[src/rtl/mac_seq_ctrl_if.sv]
// Requester-side bundle for the sequential multiply-accumulate controller:
// request/operand inputs and handshake/result outputs.
interface mac_seq_ctrl_if #(
   parameter int WIDTH = 8,
   parameter int ACC_W = 2*WIDTH+4
);
   logic                 start;
   logic                 accumulate;
   logic                 clear_acc;
   logic [WIDTH-1:0]     a_in;
   logic [WIDTH-1:0]     b_in;
   logic                 busy;
   logic                 done;
   logic [2*WIDTH-1:0]   product;
   logic [ACC_W-1:0]     acc;
   logic                 acc_ovf;

   modport master (
      output start, accumulate, clear_acc, a_in, b_in,
      input  busy, done, product, acc, acc_ovf
   );

   modport slave (
      input  start, accumulate, clear_acc, a_in, b_in,
      output busy, done, product, acc, acc_ovf
   );
endinterface

[src/rtl/mac_seq_ctrl.sv]
// Sequential unsigned multiply-accumulate controller: one WIDTH-bit ripple adder
// reused over WIDTH shift-and-add steps, then an optional add into a sticky-overflow accumulator.
module mac_seq_ctrl #(
   parameter int WIDTH = 8,
   parameter int ACC_W = 2*WIDTH+4
) (
   input  logic           clk,
   input  logic           rst,
   mac_seq_ctrl_if.slave  bus
);
   localparam int CNT_W = (WIDTH > 1) ? $clog2(WIDTH) : 1;

   typedef enum logic [1:0] {
      S_IDLE = 2'd0,
      S_MUL  = 2'd1,
      S_ACC  = 2'd2,
      S_DONE = 2'd3
   } state_t;

   // Bit-serial carry chain: the single WIDTH-bit adder the multiplier iterates on.
   function automatic logic [WIDTH:0] ripple_add(input logic [WIDTH-1:0] x,
                                                 input logic [WIDTH-1:0] y);
      logic [WIDTH:0] r;
      logic           c;
      c = 1'b0;
      for (int i = 0; i < WIDTH; i++) begin
         r[i] = x[i] ^ y[i] ^ c;
         c    = (x[i] & y[i]) | (x[i] & c) | (y[i] & c);
      end
      r[WIDTH] = c;
      return r;
   endfunction

   state_t               state_r;
   state_t               state_next_s;
   logic [WIDTH-1:0]     a_reg_r;
   logic [WIDTH-1:0]     b_reg_r;
   logic                 acc_flag_r;
   logic [WIDTH-1:0]     p_hi_r;
   logic [WIDTH-1:0]     p_lo_r;
   logic [CNT_W-1:0]     cnt_r;
   logic [2*WIDTH-1:0]   product_r;
   logic [ACC_W-1:0]     acc_r;
   logic                 acc_ovf_r;
   logic [WIDTH-1:0]     addend_s;
   logic [WIDTH:0]       step_sum_s;
   logic [ACC_W:0]       acc_sum_s;
   logic                 cnt_last_s;

   assign cnt_last_s = (cnt_r == CNT_W'(WIDTH-1));

   // Datapath operands for the current shift-and-add step and the accumulator update.
   always_comb begin
      addend_s   = {WIDTH{1'b0}};
      step_sum_s = {(WIDTH+1){1'b0}};
      acc_sum_s  = {(ACC_W+1){1'b0}};
      if (b_reg_r[0]) begin
         addend_s = a_reg_r;
      end else begin
         addend_s = {WIDTH{1'b0}};
      end
      step_sum_s = ripple_add(p_hi_r, addend_s);
      // Carry lands in bit ACC_W so the sticky overflow sees it.
      acc_sum_s  = {1'b0, acc_r} + {{(ACC_W+1-2*WIDTH){1'b0}}, p_hi_r, p_lo_r};
   end

   // State register.
   always_ff @(posedge clk) begin
      if (rst) begin
         state_r <= S_IDLE;
      end else begin
         state_r <= state_next_s;
      end
   end

   // Next-state logic.
   always_comb begin
      state_next_s = state_r;
      case (state_r)
         S_IDLE: begin
            if (bus.start) begin
               state_next_s = S_MUL;
            end else begin
               state_next_s = S_IDLE;
            end
         end
         S_MUL: begin
            if (cnt_last_s) begin
               state_next_s = S_ACC;
            end else begin
               state_next_s = S_MUL;
            end
         end
         S_ACC:   state_next_s = S_DONE;
         S_DONE:  state_next_s = S_IDLE;
         default: state_next_s = S_IDLE;
      endcase
   end

   // Operand capture, shift-and-add iteration, product and accumulator registers.
   always_ff @(posedge clk) begin
      if (rst) begin
         a_reg_r    <= {WIDTH{1'b0}};
         b_reg_r    <= {WIDTH{1'b0}};
         acc_flag_r <= 1'b0;
         p_hi_r     <= {WIDTH{1'b0}};
         p_lo_r     <= {WIDTH{1'b0}};
         cnt_r      <= {CNT_W{1'b0}};
         product_r  <= {(2*WIDTH){1'b0}};
         acc_r      <= {ACC_W{1'b0}};
         acc_ovf_r  <= 1'b0;
      end else begin
         case (state_r)
            S_IDLE: begin
               if (bus.clear_acc) begin
                  acc_r     <= {ACC_W{1'b0}};
                  acc_ovf_r <= 1'b0;
               end
               if (bus.start) begin
                  a_reg_r    <= bus.a_in;
                  b_reg_r    <= bus.b_in;
                  acc_flag_r <= bus.accumulate;
                  p_hi_r     <= {WIDTH{1'b0}};
                  p_lo_r     <= {WIDTH{1'b0}};
                  cnt_r      <= {CNT_W{1'b0}};
               end
            end
            S_MUL: begin
               p_hi_r  <= step_sum_s[WIDTH:1];
               p_lo_r  <= {step_sum_s[0], p_lo_r[WIDTH-1:1]};
               b_reg_r <= {1'b0, b_reg_r[WIDTH-1:1]};
               cnt_r   <= cnt_r + CNT_W'(1);
            end
            S_ACC: begin
               product_r <= {p_hi_r, p_lo_r};
               if (acc_flag_r) begin
                  acc_r     <= acc_sum_s[ACC_W-1:0];
                  acc_ovf_r <= acc_ovf_r | acc_sum_s[ACC_W];
               end
            end
            S_DONE: begin
            end
            default: begin
            end
         endcase
      end
   end

   assign bus.busy    = (state_r != S_IDLE);
   assign bus.done    = (state_r == S_DONE);
   assign bus.product = product_r;
   assign bus.acc     = acc_r;
   assign bus.acc_ovf = acc_ovf_r;
endmodule

[src/flat_wrapper.sv]
// flat-port wrapper written by rule: the top's interface ports become plain ports
module mac_seq_ctrl_flat 
#(
   parameter int WIDTH = 8,
   parameter int ACC_W = 2*WIDTH+4
)
  (clk, rst, bus_start, bus_accumulate, bus_clear_acc, bus_a_in, bus_b_in, bus_busy, bus_done, bus_product, bus_acc, bus_acc_ovf);
  mac_seq_ctrl_if #(.WIDTH(WIDTH), .ACC_W(ACC_W)) bus_i ();
  input  logic clk;
  input  logic rst;
  input wire logic [$bits(bus_i.start)-1:0] bus_start;
  input wire logic [$bits(bus_i.accumulate)-1:0] bus_accumulate;
  input wire logic [$bits(bus_i.clear_acc)-1:0] bus_clear_acc;
  input wire logic [$bits(bus_i.a_in)-1:0] bus_a_in;
  input wire logic [$bits(bus_i.b_in)-1:0] bus_b_in;
  output wire logic [$bits(bus_i.busy)-1:0] bus_busy;
  output wire logic [$bits(bus_i.done)-1:0] bus_done;
  output wire logic [$bits(bus_i.product)-1:0] bus_product;
  output wire logic [$bits(bus_i.acc)-1:0] bus_acc;
  output wire logic [$bits(bus_i.acc_ovf)-1:0] bus_acc_ovf;
  assign bus_i.start = bus_start;
  assign bus_i.accumulate = bus_accumulate;
  assign bus_i.clear_acc = bus_clear_acc;
  assign bus_i.a_in = bus_a_in;
  assign bus_i.b_in = bus_b_in;
  assign bus_busy = bus_i.busy;
  assign bus_done = bus_i.done;
  assign bus_product = bus_i.product;
  assign bus_acc = bus_i.acc;
  assign bus_acc_ovf = bus_i.acc_ovf;
  mac_seq_ctrl #(.WIDTH(WIDTH), .ACC_W(ACC_W)) u_core (.clk(clk), .rst(rst), .bus(bus_i));
endmodule
[config.mk]
export PLATFORM = sky130hd
export DESIGN_NAME = mac_seq_ctrl_flat
export DESIGN_NICKNAME = d
export VERILOG_FILES = /design/src/rtl/mac_seq_ctrl_if.sv /design/src/rtl/mac_seq_ctrl.sv /design/src/flat_wrapper.sv
export SDC_FILE = /design/constraint.sdc
export NUM_CORES = 1
export LEC_CHECK = 0
export ABC_CLOCK_PERIOD_IN_PS = 3350
export CORE_ASPECT_RATIO = 1.75
export CORE_MARGIN = 2
export CORE_UTILIZATION = 30
export DETAILED_ROUTE_END_ITERATION = 8
export GPL_ROUTABILITY_DRIVEN = 0
export PLACE_DENSITY = 0.5
export SYNTH_ARGS = -nofsm -noshare
export SYNTH_HDL_FRONTEND = slang
export SYNTH_SLANG_ARGS = --single-unit
[constraint.sdc]
create_clock -name clk -period 3.35 [get_ports clk]
set_input_delay 0.5025 -clock clk [delete_from_list [all_inputs] [get_ports clk]]
set_output_delay 0.5025 -clock clk [all_outputs]
set_load 0.05 [all_outputs]
* Word level (Yosys, flattened, before mapping)
Cells that the tools add are included. Widths: inputs -> output; s select.
Cells by class: multiplexer cells 17, add/sub/neg operators 2, eq/ne operators 7, bitwise logic cells 52, reductions and logical operators 7
Operators with widths (number):
- $pmux 8 s2 | 3
- $mux 20 | 2
- $pmux 20 s2 | 1
- $mux 8 | 3
- $and 1x1->1 | 22
- $add 20x16->21 | 1
- $or 1x1->1 | 15
- $xor 1x1->1 | 15
- $pmux 2 s4 | 1
- $pmux 3 s2 | 1
- $reduce_bool 2->1 | 3
- $eq 2x2->1 const B | 2
- $ne 2x2->1 const B | 2
- $reduce_and 2->1 | 2
- $add 3x1->3 const B | 1
- $eq 3x3->1 const B | 1
- $mux 1 | 3
- $mux 3 | 1
- $reduce_and 3->1 | 1
- $eq 2x1->1 const B | 1
- $logic_not 2->1 | 1
- $mux 2 | 1
- $ne 2x1->1 const B | 1
- $pmux 1 s2 | 1
Word-level totals: input port bits 21, logic and storage cells 95, bits in registers 75

* Logic depth before layout (Yosys ltp)
Gate-level depths: netlist of the first run.
depth after elaboration 24, mapped depth 14, depth with buffers taken out 13

* Worst setup path after synthesis of the first run
Ideal clock, no wire load.
kind register to register, start reg u_core.b_reg_r[0], end reg u_core.p_hi_r[6], library setup time 0.128 ns, cell stages (with the launch flop) 15, setup slack -0.140 ns, period minus slack after synthesis 3.490 ns, arrival time 3.362 ns, path through dfxtp_1 -> clkbuf_1 -> and2_1 -> ha_1 -> fa_1 -> fa_1 -> inv_1 -> fa_1 -> fa_1 -> fa_1 -> fa_1 -> fa_1 -> nor2_1 -> a31oi_1 -> nor2_1
On the way: word-level cells in the longest chain between the ends 22
RTL lines:
- start: declaration | RTL line mac_seq_ctrl.sv:37 | logic [WIDTH-1:0] b_reg_r;
- start signal: assignment | RTL line mac_seq_ctrl.sv:104 | b_reg_r <= {WIDTH{1'b0}};
- start signal: assignment | RTL line mac_seq_ctrl.sv:121 | b_reg_r <= bus.b_in;
- start signal: assignment | RTL line mac_seq_ctrl.sv:131 | b_reg_r <= {1'b0, b_reg_r[WIDTH-1:1]};
- $mux 8 * | RTL line mac_seq_ctrl.sv:57 | if (b_reg_r[0]) begin
- $and 1x1->1 (2 in a row) | RTL line mac_seq_ctrl.sv:28 | c = (x[i] & y[i]) | (x[i] & c) | (y[i] & c);
- $or 1x1->1 (2 in a row) | RTL line mac_seq_ctrl.sv:28
- $and 1x1->1 | RTL line mac_seq_ctrl.sv:28
- $or 1x1->1 (2 in a row) | RTL line mac_seq_ctrl.sv:28
- $and 1x1->1 | RTL line mac_seq_ctrl.sv:28
- $or 1x1->1 (2 in a row) | RTL line mac_seq_ctrl.sv:28
- $and 1x1->1 | RTL line mac_seq_ctrl.sv:28
- $or 1x1->1 (2 in a row) | RTL line mac_seq_ctrl.sv:28
- $and 1x1->1 | RTL line mac_seq_ctrl.sv:28
- $or 1x1->1 (2 in a row) | RTL line mac_seq_ctrl.sv:28
- $and 1x1->1 | RTL line mac_seq_ctrl.sv:28
- $or 1x1->1 (2 in a row) | RTL line mac_seq_ctrl.sv:28
- $xor 1x1->1 * | RTL line mac_seq_ctrl.sv:27 | r[i] = x[i] ^ y[i] ^ c;
- $pmux 8 s2 * | RTL line mac_seq_ctrl.sv:113 | case (state_r)
- end signal: assignment | RTL line mac_seq_ctrl.sv:106 | p_hi_r <= {WIDTH{1'b0}};
- end signal: assignment | RTL line mac_seq_ctrl.sv:123 | p_hi_r <= {WIDTH{1'b0}};
- end signal: assignment | RTL line mac_seq_ctrl.sv:129 | p_hi_r <= step_sum_s[WIDTH:1];
- end: declaration | RTL line mac_seq_ctrl.sv:39 | logic [WIDTH-1:0] p_hi_r;
Mark *: on every way between the ends. The rest lies on a longest branch, timed or not. A chain may end at the register's enable or synchronous reset.

* Final worst setup path of the first run
Same ends and word-level chain as after synthesis.

==> results of run 1 <==
## per-layer routing
| layer | vias to the layer above | routed length [µm] | GRT usage |
|---|---|---|---|
| met4 | 0 | 190 | 0.0662 |
| met3 | 13 | 334 | 0.0338 |
| met1 | 1558 | 4020 | 0.170 |
| met2 | 63 | 5350 | 0.285 |
| met5 | - | 0 | 0 |
| li1 | 1667 | - | - |
## synth_stat cells (all sizes together), types with 2 or more instances
master  instances
clkbuf         21
o21bai          3
a21o            4
o21ai           9
a21oi          62
nor2b           3
buf             5
xnor2           8
ha             19
mux2i           2
fa              8
nand3          19
nor2           40
a31o            3
nand2         102
a22o            9
nand4           5
xor2            8
nand2b          4
o211a           2
a211oi          3
and2            5
a31oi           7
inv            10
a311oi          7
dfxtp          75
## final timing paths
path                            cells past startpoint                    from                      to  slack (ps)
worst max register to register                     13       u_core.b_reg_r[0]        u_core.p_hi_r[6]          70
worst max-delay path                               13       u_core.b_reg_r[0]        u_core.p_hi_r[6]          70
worst min register to register                      2  u_core.bus.product[10]  u_core.bus.product[10]         450
worst min-delay path                                2  u_core.bus.product[10]  u_core.bus.product[10]         450
## flip-flops by register name, indices dropped and copies added, names as in the netlist, named ones only
signal              count
u_core.p_lo_r           8
u_core.bus.acc         20
u_core.p_hi_r           8
u_core.acc_flag_r       1
u_core.cnt_r            3
u_core.b_reg_r          8
u_core.state_r          1
u_core.bus.product     16
u_core.bus.acc_ovf      1
u_core.a_reg_r          8
## placed cells by master, fill, tap and decap left out, types with 2 or more instances in the layout
master and n:
fa_2 5, xor2_1 8, mux2i_1 2, fa_1 3
a311oi_1 7, a211oi_1 3, nand4_1 5, a21oi_1 61
inv_1 10, and2_1 5, clkinv_2 3, o21ai_0 4
clkdlybuf4s50_1 58, clkbuf_16 9, a31o_1 2, clkinvlp_4 2
dfxtp_1 74, buf_4 8, nand2b_1 4, ha_1 19
a21o_1 3, nor2b_1 3, a22o_1 9, nand2_1 102
xnor2_1 8, o21bai_1 3, a31oi_1 7, nand3_1 19
o211a_1 2, nor2_1 39, o21ai_1 4
## power by group through the flow
| stage | clock network [mW] | logic [mW] | registers (mW) |
|---|---|---|---|
| after global routing | 1.03 | 0.152 | 0.927 |
| after CTS | 0.992 | 0.140 | 0.924 |
| final | 0.968 | 0.137 | 0.924 |
| after detailed placement | 0 | 0.139 | 0.944 |
| after global placement | 0 | 0.138 | 0.943 |
| after floorplan | 0 | 0.0920 | 0.939 |
## through the flow
step	utilization	std cells	cell area, µm²	power [mW]
after floorplan	-	454	3710	1.03
after global placement	0.371	660	4450	1.08
after detailed placement	0.371	660	4450	1.08
after CTS	0.396	676	4750	2.06
after global routing	0.396	676	4750	2.11
final	0.396	676	4750	2.03
## cells by family after synthesis
| group | count (synthesis) | share of synthesized area |
|---|---|---|
| AND/OR/NAND/NOR | 184 | 0.210 |
| AO/OA/AOI/OAI | 114 | 0.195 |
| flip-flops | 75 | 0.406 |
| buffers and inverters | 36 | 0.0376 |
| adder cells (fa/ha/maj) | 27 | 0.108 |
| XOR/XNOR | 16 | 0.0379 |
| multiplexers | 2 | 0.00542 |
## worst reg2reg max path: stages (launching register included)
cell     delay [ps]
dfxtp_2         330
and2_1          130
ha_1            170
fa_2            200
fa_1            170
inv_1            50
fa_2            340
fa_2            350
fa_2            350
fa_2            350
fa_1            480
nor2_1           40
a31oi_1         140
nor2_1           60
## final cells by class
class                           count  area, µm²  area share
Multi-Input combinational cell    343       2070       0.435
Sequential cell                    75       1500       0.316
Clock inverter                      7       68.8      0.0145
Clock buffer                        9        225      0.0474
Tap cell                          165        206      0.0434
Inverter                           10       37.5     0.00790
Timing Repair Buffer               67        646       0.136
## what timing repair did
action | 4_1_cts | 5_1_grt
endpoints found under the hold margin | 0 | 0
hold buffers | 0 | 0
setup endpoints to repair | 1 | 1
pin swaps | 0 | 0
gates resized for setup | 4 | 1
==> results.sh, run 1 <==
export IMPL_ys_seq_area_frac=0.406
export IMPL_cp_common_cell="fa_2"
export IMPL_yosys_warnings=0
export IMPL_crit_fanout=3
export IMPL_cts_tree="yes"
export IMPL_cts_root_buf="clkbuf_16"
export IMPL_endpoint_kind="flop"
export IMPL_hold_class="reg -> reg"
export IMPL_die_w_um=87.9
export IMPL_p_int_mw=1.54
export IMPL_io_pins=60
export IMPL_htree_levels=3
export IMPL_dp_hpwl_mm=7.35
export IMPL_ir_drop_uv=229
export IMPL_drt_total_wl_mm=9.89
export IMPL_detail_route_iter0_violations=118
export IMPL_grt_total_usage=0.156
export IMPL_cp_required_ps=3560
export IMPL_num_rows=53
export IMPL_synth_largest_area_cell="dfxtp_1"
export IMPL_clock_fmax_ghz=0.305
export IMPL_grt_pass1_vias=3206
export IMPL_synth_top_area_share=0.406
export IMPL_clock_sinks=75
export IMPL_dieArea_um2=13300
export IMPL_grt_start_max_net_pins=40
export IMPL_swShare=0.242
export IMPL_insertion_delay_ps=340
export IMPL_crit_chain="and2_1 -> ha_1 -> fa_2 -> fa_1 -> inv_1 -> fa_2 -> fa_2 -> fa_2 -> fa_2 -> fa_1 -> nor2_1 -> a31oi_1 -> nor2_1"
export IMPL_fill_cells=1243
export IMPL_setup_viol=0
export IMPL_drive_above_1_share=0.0744
export IMPL_synthArstFlopShare=0
export IMPL_cts_buffers=9
export IMPL_slew_violations=0
export IMPL_synth_edf_count=0
export IMPL_syn_to_final_growth_pct=28.6
export IMPL_finalSetupTns_ps=0
export IMPL_grt_ovfl_total=0
export IMPL_grt_pass1_wl_mm=15.9
export IMPL_p_leak_nw=1.78
export IMPL_initial_core_util=0.308
export IMPL_arrival_ps=3490
export IMPL_core_um2=12000
export IMPL_ys_seq_elements=75
export IMPL_synth_main_ff_cell="dfxtp_1"
export IMPL_worst_slack_ps=72.9
export IMPL_drtPass1Iterations=4
export IMPL_n_antenna_cell=0
export IMPL_rsz0062_at_grt="true"
export IMPL_switchingPower_uw=492
export IMPL_die_height_um=151
export IMPL_slew_headroom=0.305
export IMPL_synth_cell_type_count=45
export IMPL_synth_nets=502
export IMPL_fin_crit_ps=3280
export IMPL_avgSynthCellArea_um2=8.14
export IMPL_nNetsFinal=554
export IMPL_route_detailed_vias_per_inst=4.88
export IMPL_syn_inst=454
export IMPL_finalCritPeriodShare=0.978
export IMPL_final_antenna_net_count=0
export IMPL_post_cts_buffers=0
export IMPL_finalHoldViolations=0
export IMPL_drc=0
export IMPL_cp_num_buf_inv=1
export IMPL_cp_top_family="adder cells"
export IMPL_critical_path_class="reg -> reg"
export IMPL_antenna_found_initial=0
export IMPL_worst_pin_slew_ps=1040
export IMPL_clk_pin_slew_worst_paths_ps=60
export IMPL_hold_ws_ps=453
export IMPL_port_buffer_count=59
export IMPL_status="complete, no violations"
export IMPL_synth_area_um2=3690
export IMPL_worstSetupStartpointType="flop"
export IMPL_power_frac_clock=0.477
export IMPL_powerDensity_nw_per_um2=427
export IMPL_seq_power_share=0.456
export IMPL_max_cap_violations=0
export IMPL_dp_slack_ps=-95.7
export IMPL_critPathSlowestCell="fa_1"
export IMPL_p_comb_frac=0.067
export IMPL_netlist_top_cells_area="dfxtp_1 41%, nand2_1 10%, a21oi_1 8.3%, ha_1 6.4%, fa_1 4.3%"
export IMPL_skew_ps=4.77
export IMPL_clk_path_buf_depth=2
export IMPL_cp_slowest_stage_delay_ps=480
export IMPL_routedWlPerCell_um=14.6
export IMPL_dr_total_vias=3301
(Power assumes the default switching activity.)
==> run 2: changes to the inputs <==
--- a/config.mk
+++ b/config.mk
@@ -9,9 +9,12 @@
 export CORE_ASPECT_RATIO = 1.75
 export CORE_MARGIN = 2
 export CORE_UTILIZATION = 30
+export CTS_CLUSTER_DIAMETER = 100
 export DETAILED_ROUTE_END_ITERATION = 8
+export DONT_BUFFER_PORTS = 1
 export GPL_ROUTABILITY_DRIVEN = 0
-export PLACE_DENSITY = 0.5
+export PLACE_DENSITY = 0.43
+export SETUP_SLACK_MARGIN = 0.1
 export SYNTH_ARGS = -nofsm -noshare
 export SYNTH_HDL_FRONTEND = slang
 export SYNTH_SLANG_ARGS = --single-unit
==> run 2 against run 1 <==
  * Utilization fell by 4.2 points
  * Clock skew rose by 0.70 ps
  * Final cell count fell by 7.4%
  * Largest power group unchanged
  * Highest routed layer unchanged
==> results.sh, run 2 (synthesis results as in run 1) <==
export IMPL_worstSetupStartpointType="flop"
export IMPL_detail_route_iter0_violations=137
export IMPL_powerDensity_nw_per_um2=482
export IMPL_grt_total_usage=0.159
export IMPL_worst_pin_slew_ps=1090
export IMPL_use_met1=0.180
export IMPL_initial_core_util=0.308
export IMPL_final_antenna_net_count=0
export IMPL_grt_util_met2=0.282
export IMPL_p_leak_nw=1.62
export IMPL_rsz0062_at_grt="true"
export IMPL_drt_total_wl_mm=10.1
export IMPL_routedWlPerCell_um=16.1
export IMPL_cts_tree="yes"
export IMPL_crit_chain="and2_1 -> ha_1 -> fa_2 -> fa_1 -> inv_1 -> fa_2 -> fa_2 -> fa_2 -> fa_2 -> fa_1 -> nor2_1 -> a31oi_1 -> nor2_1"
export IMPL_dr_total_vias=3101
export IMPL_drtPass1Iterations=4
export IMPL_die_w_um=87.9
export IMPL_rrSetupSlack_ps=120
export IMPL_post_cts_buffers=0
export IMPL_crit_fanout=3
export IMPL_cts_root_buf="clkbuf_16"
export IMPL_largest_register_ffs=20
export IMPL_finalCritPeriodShare=0.963
export IMPL_utilization=0.354
export IMPL_die_height_um=151
export IMPL_status="complete, no violations"
export IMPL_hold_ws_ps=232
export IMPL_ir_drop_uv=232
export IMPL_route_detailed_vias_per_inst=4.95
export IMPL_cts_buffers=9
export IMPL_clk_pin_slew_worst_paths_ps=60
export IMPL_cp_required_ps=3570
export IMPL_io_pins=60
export IMPL_core_um2=12000
export IMPL_grt_start_max_net_pins=66
export IMPL_hold_class="in -> reg"
export IMPL_final_cell_mix="102 x nand2_1, 74 x dfxtp_1, 61 x a21oi_1"
export IMPL_drc=0
export IMPL_grt_pass1_wl_mm=16.0
export IMPL_max_cap_violations=0
export IMPL_cp_top_family="adder cells"
export IMPL_finalHoldViolations=0
export IMPL_critPathSlowestCell="fa_1"
export IMPL_arrival_ps=3450
export IMPL_n_antenna_cell=0
export IMPL_clock_fmax_ghz=0.310
export IMPL_final_common_cell="nand2_1"
export IMPL_grt_use_met3=0.0343
export IMPL_cp_slowest_stage_delay_ps=480
export IMPL_num_rows=53
export IMPL_endpoint_kind="flop"
export IMPL_cp_num_buf_inv=1
export IMPL_clock_sinks=75
export IMPL_slew_headroom=0.269
export IMPL_slew_violations=0
export IMPL_setup_viol=0
export IMPL_grt_busiest_layer="met2"
export IMPL_port_buffer_count=0
export IMPL_insertion_delay_ps=340
export IMPL_dp_hpwl_mm=7.38
export IMPL_drive_above_1_share=0.0954
export IMPL_grt_pass1_vias=3072
export IMPL_clk_path_buf_depth=2
export IMPL_htree_levels=3
export IMPL_critical_path_class="reg -> reg"
export IMPL_dieArea_um2=13300
export IMPL_grt_ovfl_total=0
export IMPL_cp_common_cell="fa_2"
export IMPL_finalSetupTns_ps=0
export IMPL_antenna_found_initial=0
export IMPL_skew_ps=5.47
export IMPL_fin_crit_ps=3230
export IMPL_power_mw=2.05
export IMPL_syn_to_final_growth_pct=15.1
export IMPL_nNetsFinal=504
run 2: cell types whose count changed in the layout (fill, tap and decap cells not counted), sizes merged:
cell,before,now
bufinv,1,2
clkinvlp,2,1
buf,9,17
clkinv,4,2
clkbuf,9,11
clkdlybuf4s50,58,0
run 2: final cells by class:
| cell class | instances | area (µm²) |
|---|---|---|
| fill | 1254 | 7750 |
| multi-input combinational | 343 | 2070 |
| sequential | 75 | 1500 |
| clock buffer | 11 | 233 |
| tap | 165 | 206 |
| timing repair buffer | 17 | 128 |
| clock inverter | 5 | 77.6 |
| inverter | 10 | 37.5 |
run 2: power by group:
group	internal (mW)	switching (mW)	total (mW)	leakage, nW
Sequential	0.912	0.0127	0.925	0.608
Combinational	0.0295	0.0685	0.0980	0.865
Clock	0.650	0.378	1.03	0.150
run 2: path summary, 6_finish.rpt:
check,startpoint,end,cells past startpoint
worst min-delay path,rst,u_core.bus.acc[5],1
worst max-delay path,u_core.b_reg_r[0],u_core.p_hi_r[6],13
worst max register to register,u_core.b_reg_r[0],u_core.p_hi_r[6],13
worst min register to register,u_core.a_reg_r[2],u_core.a_reg_r[2],2
run 2: stage by stage:
step                instances  instance area [µm²]  setup slack [ps]
finish                    626                 4250               124
global route              626                 4250             0.404
CTS                       626                 4250               103
detailed placement        610                 3940              97.8
global placement          610                 3940               125
floorplan                 454                 3710              82.4
run 2: metal layers:
layer  vias to the layer above  part of all wire
met3                        12             0.038
met1                      1464              0.42
met4                         0             0.018
met2                        59              0.53
met5                         -                 0
li1                       1566                 -
run 2: what timing repair did:
item | 4_1_cts | 5_1_grt
hold buffers | 0 | 0
resized for setup | 1 | 2
pin swaps | 0 | 1
endpoints found under the setup margin | 1 | 1
==> run 3: changes to the inputs <==
--- a/config.mk
+++ b/config.mk
@@ -9,7 +9,7 @@
 export CORE_ASPECT_RATIO = 1.75
 export CORE_MARGIN = 2
 export CORE_UTILIZATION = 30
-export CTS_CLUSTER_DIAMETER = 100
+export CTS_BUF_LIST = sky130_fd_sc_hd__clkbuf_16
 export DETAILED_ROUTE_END_ITERATION = 8
 export DONT_BUFFER_PORTS = 1
 export GPL_ROUTABILITY_DRIVEN = 0
==> run 3 against run 2 <==
  * Sequential share of layout area did not move
  * Non-clock buffer count unchanged
  * Clock skew is 0.95 ps lower
  * Total power fell by 0.24%
  * Global-route usage unchanged
  * Register-to-register slack hardly changed
==> results.sh, run 3 (synthesis results as in run 1) <==
export IMPL_skew_ps=4.52
export IMPL_hold_depth=1
export IMPL_die_height_um=151
export IMPL_multi_input_area_um2=2070
export IMPL_endpoint_kind="flop"
export IMPL_port_buffer_count=0
export IMPL_r2r_start="u_core.b_reg_r[0]"
export IMPL_critical_path_class="reg -> reg"
export IMPL_grt_pass1_vias=3072
export IMPL_worst_pin_slew_ps=1090
export IMPL_r2r_end="u_core.p_hi_r[6]"
export IMPL_slew_headroom=0.270
export IMPL_min_to="u_core.bus.acc[5]"
export IMPL_insertion_delay_ps=340
export IMPL_die_w_um=87.9
export IMPL_ir_drop_uv=232
export IMPL_drt_total_wl_mm=10.1
export IMPL_fin_crit_ps=3230
export IMPL_syn_to_final_growth_pct=15.1
export IMPL_clk_pin_slew_worst_paths_ps=60
export IMPL_nNetsFinal=504
export IMPL_finalSetupTns_ps=0
export IMPL_final_antenna_net_count=0
export IMPL_crit_chain="and2_1 -> ha_1 -> fa_2 -> fa_1 -> inv_1 -> fa_2 -> fa_2 -> fa_2 -> fa_2 -> fa_1 -> nor2_1 -> a31oi_1 -> nor2_1"
export IMPL_setup_viol=0
export IMPL_drc=0
export IMPL_dp_slack_ps=97.8
export IMPL_cts_buffers=9
export IMPL_core_um2=12000
export IMPL_worstSetupStartpointType="flop"
export IMPL_max_cap_violations=0
export IMPL_cp_common_cell="fa_2"
export IMPL_clk_path_buf_depth=2
export IMPL_slew_violations=0
export IMPL_fill_cells=1254
export IMPL_status="complete, no violations"
export IMPL_finalCritPeriodShare=0.963
export IMPL_regArea_um2=1500
export IMPL_grt_start_max_net_pins=66
export IMPL_final_common_cell="nand2_1"
export IMPL_rrSetupSlack_ps=120
export IMPL_grt_ovfl_total=0
export IMPL_r2r_cells=13
export IMPL_n_antenna_cell=0
export IMPL_final_cell_mix="102 x nand2_1, 74 x dfxtp_1, 61 x a21oi_1"
export IMPL_cp_top_family="adder cells"
export IMPL_cts_tree="yes"
export IMPL_grt_pass1_wl_mm=16.0
export IMPL_dp_hpwl_mm=7.38
export IMPL_cts_root_buf="clkbuf_16"
export IMPL_antenna_found_initial=0
export IMPL_p_leak_nw=1.63
export IMPL_route_detailed_vias_per_inst=4.95
export IMPL_grt_total_usage=0.159
export IMPL_largest_register_ffs=20
export IMPL_arrival_ps=3450
export IMPL_crit_fanout=3
export IMPL_hold_class="in -> reg"
export IMPL_dieArea_um2=13300
export IMPL_cp_slowest_stage_delay_ps=480
export IMPL_initial_core_util=0.308
export IMPL_detail_route_iter0_violations=137
export IMPL_rsz0062_at_grt="true"
export IMPL_cp_required_ps=3570
export IMPL_dr_total_vias=3096
export IMPL_clock_fmax_ghz=0.310
export IMPL_drive_above_1_share=0.0954
export IMPL_htree_levels=3
export IMPL_clock_sinks=75
export IMPL_powerDensity_nw_per_um2=481
export IMPL_routedWlPerCell_um=16.1
export IMPL_num_rows=53
export IMPL_min_delay_start="rst"
export IMPL_drtPass1Iterations=4
export IMPL_finalHoldViolations=0
export IMPL_cp_num_buf_inv=1
export IMPL_critPathSlowestCell="fa_1"
export IMPL_worst_slack_ps=124
export IMPL_io_pins=60
run 3: worst max-delay path by stage:
stage / end / startpoint / cells past startpoint
after detailed placement: u_core.p_hi_r[6] / u_core.b_reg_r[0] / 13
after global routing: u_core.p_hi_r[6] / u_core.b_reg_r[0] / 13
after CTS: u_core.p_hi_r[6] / u_core.b_reg_r[0] / 13
final: u_core.p_hi_r[6] / u_core.b_reg_r[0] / 13
after global placement: u_core.p_hi_r[6] / u_core.b_reg_r[0] / 13
after floorplan: u_core.p_hi_r[6] / u_core.b_reg_r[0] / 14
run 3: layout make-up:
type,count,share of cell area
Clock buffer,9,0.0530
Clock inverter,7,0.0200
Inverter,10,0.00883
Multi-Input combinational cell,343,0.486
Sequential cell,75,0.353
Tap cell,165,0.0486
Timing Repair Buffer,17,0.0300
run 3: metal layers:
layer | routed length [µm] | vias to the layer above | global-route usage | part of all wire
li1 | - | 1566 | - | -
met1 | 4210 | 1459 | 0.180 | 0.42
met2 | 5320 | 59 | 0.282 | 0.53
met3 | 384 | 12 | 0.0343 | 0.038
met4 | 184 | 0 | 0.0654 | 0.018
met5 | 0 | - | 0 | 0
run 3: power breakdown:
part | internal, mW | leakage [nW] | switching (mW)
Clock | 0.644 | 0.158 | 0.379
Combinational | 0.0295 | 0.865 | 0.0684
Sequential | 0.912 | 0.608 | 0.0127
run 3: repair_timing:
action	in CTS	in global routing
gates resized for setup	1	2
endpoints found under the setup margin	1	1
hold endpoints to repair	0	0
hold buffers	0	0
pin swaps	0	1
setup buffers	0	0
run 3: through the flow:
step,hold WS (ps),std cells,power (mW),utilization,area (µm²)
floorplan,432,454,1.03,-,3710
global placement,441,610,1.04,0.328,3940
detailed placement,438,610,1.04,0.328,3940
CTS,225,626,2.07,0.354,4250
global route,219,626,2.13,0.354,4250
finish,232,626,2.05,0.354,4250
